===== src/rtl/input_pulse_conditioner.sv =====
// Raw input conditioner: synchronizer, debounce FSM with qualification counter,
// and registered one-cycle press pulse plus debounced level.
module input_pulse_conditioner #(
    parameter int unsigned SYNC_STAGES     = 2,
    parameter int unsigned DEBOUNCE_CYCLES = 4
) (
    input  logic clock,
    input  logic reset,
    input  logic raw_in,
    output logic pulse_out,
    output logic level_out
);

    localparam int unsigned CntW = $clog2(DEBOUNCE_CYCLES) + 1;
    localparam logic [CntW-1:0] CntLast = CntW'(DEBOUNCE_CYCLES - 1);

    typedef enum logic [1:0] {
        StLow,
        StRiseChk,
        StHigh,
        StFallChk
    } state_e;

    logic [SYNC_STAGES-1:0] sync_q;
    logic                   sync_in;
    state_e                 state_q, state_d;
    logic [CntW-1:0]        cnt_q, cnt_d;
    logic                   pulse_q, pulse_d;
    logic                   level_q, level_d;

    always_ff @(posedge clock or negedge reset) begin
        if (!reset) begin
            sync_q <= '0;
        end else begin
            sync_q <= {sync_q[SYNC_STAGES-2:0], raw_in};
        end
    end

    assign sync_in = sync_q[SYNC_STAGES-1];

    always_ff @(posedge clock or negedge reset) begin
        if (!reset) begin
            state_q <= StLow;
            cnt_q   <= '0;
            pulse_q <= 1'b0;
            level_q <= 1'b0;
        end else begin
            state_q <= state_d;
            cnt_q   <= cnt_d;
            pulse_q <= pulse_d;
            level_q <= level_d;
        end
    end

    // Counter is cleared on every state change, so it only ever counts
    // consecutive confirming samples within one check state.
    always_comb begin
        state_d = state_q;
        cnt_d   = cnt_q;
        pulse_d = 1'b0;
        level_d = level_q;
        unique case (state_q)
            StLow: begin
                if (sync_in) begin
                    state_d = StRiseChk;
                    cnt_d   = '0;
                end
            end
            StRiseChk: begin
                if (!sync_in) begin
                    state_d = StLow;
                    cnt_d   = '0;
                end else if (cnt_q == CntLast) begin
                    state_d = StHigh;
                    cnt_d   = '0;
                    pulse_d = 1'b1;
                    level_d = 1'b1;
                end else begin
                    cnt_d = cnt_q + CntW'(1);
                end
            end
            StHigh: begin
                if (!sync_in) begin
                    state_d = StFallChk;
                    cnt_d   = '0;
                end
            end
            StFallChk: begin
                if (sync_in) begin
                    state_d = StHigh;
                    cnt_d   = '0;
                end else if (cnt_q == CntLast) begin
                    state_d = StLow;
                    cnt_d   = '0;
                    level_d = 1'b0;
                end else begin
                    cnt_d = cnt_q + CntW'(1);
                end
            end
            default: begin
                state_d = StLow;
                cnt_d   = '0;
                level_d = 1'b0;
            end
        endcase
    end

    assign pulse_out = pulse_q;
    assign level_out = level_q;

endmodule

===== config.mk =====
export PLATFORM = sky130hd
export DESIGN_NAME = input_pulse_conditioner
export DESIGN_NICKNAME = d
export VERILOG_FILES = /design/src/rtl/input_pulse_conditioner.sv
export SDC_FILE = /design/constraint.sdc
export NUM_CORES = 1
export LEC_CHECK = 0
export ABC_AREA = 1
export CAP_MARGIN = 40
export CORE_AREA = 3 3 40 42
export CTS_CLUSTER_SIZE = 16
export DETAILED_ROUTE_END_ITERATION = 10
export DIE_AREA = 0 0 43 45
export PLACE_DENSITY_LB_ADDON = 0.2
export SLEW_MARGIN = 20
export SYNTH_ARGS = -nofsm -noshare
export SYNTH_HDL_FRONTEND = slang
export SYNTH_SLANG_ARGS = --single-unit

===== constraint.sdc =====
create_clock -name clock -period 1.1 [get_ports clock]
set_input_delay 0.165 -clock clock [delete_from_list [all_inputs] [get_ports clock]]
set_output_delay 0.165 -clock clock [all_outputs]
set_load 0.1 [all_outputs]

==> flow_summary.rst <==
.. list-table::
   :header-rows: 1

   * - Metric
     - Value
   * - Outcome
     - finished clean
   * - Endpoint class of the critical path
     - flop
   * - Number of slew-limit violations in the final report
     - 0
   * - Largest buffer count on any clock path
     - 2
   * - Fraction of final layout cells sized beyond drive strength 1
     - 27.3%
   * - Clk Latency, worst-skew pair
     - between 0.2 and 0.3 ns
   * - Combinational cell fraction of total power
     - about two fifths
   * - Clock power frac
     - 20.2%
   * - Yosys top cell area share
     - 56.6%
   * - Post-synthesis cell count
     - 46
   * - Total power draw
     - 0.00126 W
   * - Maximum clock rate
     - between 0.9 and 1 GHz
   * - Number of rows created at floorplan
     - 13
   * - Vias per std cell
     - roughly 4.6
   * - Period minus WS final
     - 1.03 ns
   * - Leakage power total
     - roughly 0.27 nW
   * - GR Overflow Total
     - 0
   * - Critical path's largest stage delay
     - ~0.39 ns
   * - Starting DRC count in detailed routing
     - 5
   * - Crit path buf inv count
     - 1
   * - Clock tree from TritonCTS
     - built
   * - Final Setup Violations
     - 0
   * - Number of antenna diodes
     - 0
   * - Worst Path Arrival
     - 1.18 ns
   * - Net load switching power
     - 0.000518 W
   * - Commonest cells in the netlist
     - 14 x sky130_fd_sc_hd__nand2_1, 9 x sky130_fd_sc_hd__dfrtp_1, 5 x sky130_fd_sc_hd__inv_1, 5 x sky130_fd_sc_hd__nand3_1, 3 x sky130_fd_sc_hd__nand4_1
   * - Count of endpoints failing hold in the final timing report
     - 0
   * - Overall via count from detail_route
     - 322
   * - Period utilization
     - ~94%
   * - Starting utilization of the core area
     - 31.0%
   * - Top cells by area in the synthesized netlist
     - sky130_fd_sc_hd__dfrtp_1 57%, sky130_fd_sc_hd__nand2_1 13%, sky130_fd_sc_hd__nand3_1 6.3%, sky130_fd_sc_hd__inv_1 4.7%, sky130_fd_sc_hd__nand4_1 4.7%
   * - Final estimated routing congestion in global placement
     - 0.677
   * - Synthesized netlist net count
     - 50
   * - Power density over cell area
     - 2440 nW/µm²
   * - DRC Markers
     - 0
   * - All-Layer GR Usage
     - 9.94%
   * - Pin slew with the least headroom to its limit
     - 0.292 ns
   * - Worst hold slack
     - between 0.15 and 0.2 ns
   * - Synth Area per Inst
     - around 8.6 µm²
   * - Slowest-stage cell, CP
     - sky130_fd_sc_hd__dfrtp_1
   * - Minimum setup slack among reg-to-reg paths
     - 0.07 ns
   * - Maximum number of pins on one net before global-route repair
     - 10
   * - Worst Setup Start Kind
     - flop
   * - Part of the Yosys area used for sequential elements
     - 56.6%
   * - Final Util
     - a little over 40%
   * - Required @ worst endpoint
     - 1.25 ns
   * - Max-cap violations
     - 0
   * - Number of synthesis warnings
     - 0
   * - Worst setup margin
     - approximately 0.071 ns
   * - Clock slew seen by the registers of the worst setup and hold paths
     - around 0.060 ns
   * - Sum of net half-perimeters after detailed placement
     - 479 µm
   * - Core box area
     - approximately 1300 µm²
   * - Proportion of power drawn by flip-flops and latches
     - between 40% and 50%
   * - Chip Height
     - 45 µm
   * - Final routed wire length divided by cell count
     - roughly 10 µm
   * - Root buf cell
     - sky130_fd_sc_hd__clkbuf_4
   * - Main synth FF type
     - sky130_fd_sc_hd__dfrtp_1
   * - Most frequent cell after synthesis
     - sky130_fd_sc_hd__nand2_1
   * - Post-route ant nets
     - 0
   * - Flip-flop and latch count after synthesis
     - 9
   * - Critical-path cell list
     - ha_1 > nand2_2 > inv_2 > nand3_1 > nand2_1
   * - Setup slack after placement
     - between 0.015 and 0.02 ns
   * - Vias in the first global route
     - 302
   * - Wire length of the first global-routing pass
     - 1.28 mm
   * - Pint
     - 0.000747 W
   * - Number of detailed-routing iterations run before antenna repair
     - 3
   * - EDFF count, synth
     - 0
   * - Classification of the worst setup path
     - reg2reg
   * - Clock skew
     - 0.00163 ns
   * - Clock Sinks
     - 9
   * - Number of nets at the end of the flow
     - 60
   * - Reg-to-reg endpoint
     - level_out
   * - Post-synth design cell area
     - ~400 µm²
   * - Port buffer count
     - 4
   * - DIE AREA
     - 1940 µm²
   * - Drt total wl
     - 719 µm
   * - Register-to-Register Path Depth
     - 5
   * - Cell taking the most area after synthesis
     - sky130_fd_sc_hd__dfrtp_1
   * - Number of different library cells in the post-synthesis netlist
     - 13
   * - Signed area change from the synthesized netlist to the final layout
     - 30.5%
   * - Antenna violations before repair
     - 0
   * - Num CTS Buffers
     - 3
   * - R2R Path Start
     - cnt_q[0]
   * - Largest delay contributor family on the critical path
     - flip-flops
   * - H-tree lvl count
     - 1
   * - Crit Path Max Fanout
     - 4
   * - Headroom to the max-slew limit
     - 80.5%
   * - Total Negative Setup Slacks
     - 0 ns
   * - Net switching fraction of the power
     - roughly 40%
   * - Number of I/O pins
     - 5
   * - Share of synthesized registers carrying an async set or reset
     - 100%
   * - Peak VDD IR
     - 1.56 mV
   * - Type of the tightest min-delay check
     - in2async
   * - X dimension of the die
     - roughly 43 µm
## cell families (layout without fill, tap and decap cells)
logic type               count (synthesis)  in the layout  share of synthesized area, %
adder cells (fa/ha/maj)                  1              1                          3.14
buffers and inverters                    8             17                          8.49
AND/OR/NAND/NOR                         26             26                          29.2
AO/OA/AOI/OAI                            2              2                          2.51
flip-flops                               9              9                          56.6
## timing repair
item | in CTS | in global routing
gates resized for setup | 0 | 3
setup buffers | 0 | 1
hold buffers | 0 | 0
endpoints found under the hold margin | 0 | 0
setup endpoints to repair | 0 | 4
## power by group through the flow
stage          logic (W)  clock network (W)  registers [W]
6_report        0.000490           0.000256       0.000520
5_1_grt         0.000549           0.000286       0.000529
4_1_cts         0.000451           0.000272       0.000520
3_5_place_dp    0.000450                  0       0.000526
3_3_place_gp    0.000447                  0       0.000524
2_1_floorplan   0.000205                  0       0.000625
## through the flow
| stage | area, µm² | cells |
|---|---|---|
| after floorplan | 399 | 46 |
| after global placement | 478 | 65 |
| after detailed placement | 478 | 65 |
| after CTS | 504 | 69 |
| after global routing | 519 | 70 |
| final | 519 | 70 |
## cell usage in the layout, fill, tap and decap left out, drive strengths merged
cell type      count
buf                4
clkbuf             4
clkdlybuf4s50      2
nand3              5
nor2               3
nand4              3
dfrtp              9
inv                7
nand2             15
ha                 1
o21ai              1
a21oi              1
## area by class of cell
type	count	area [µm²]
repair buffers	6	75.1
fillers	123	766
flip-flops and latches	9	226
well taps	15	18.8
clock buffers	4	26.3
inverters	7	26.3
multi-input cells	29	146
## layer usage
layer	wire length, µm	global-route usage, %	part of all wire, %
met5	0	0	0
met4	30	12.7	4.2
met3	30	3.98	4.2
met2	308	11.4	43
met1	349	12.2	49
## how the worst max path moves through the flow
| stage | startpoint | to | slack (ns) | cells after the start |
|---|---|---|---|---|
| after floorplan | pulse_out | pulse_out | 0.05 | 0 |
| after global placement | cnt_q[0] | level_out | 0.01 | 5 |
| after detailed placement | cnt_q[0] | level_out | 0.02 | 5 |
| after CTS | cnt_q[0] | level_out | 0.002 | 5 |
| after global routing | sync_q[1] | level_out | -0.006 | 6 |
| final | cnt_q[0] | level_out | 0.07 | 5 |
(Power assumes the default switching activity.)
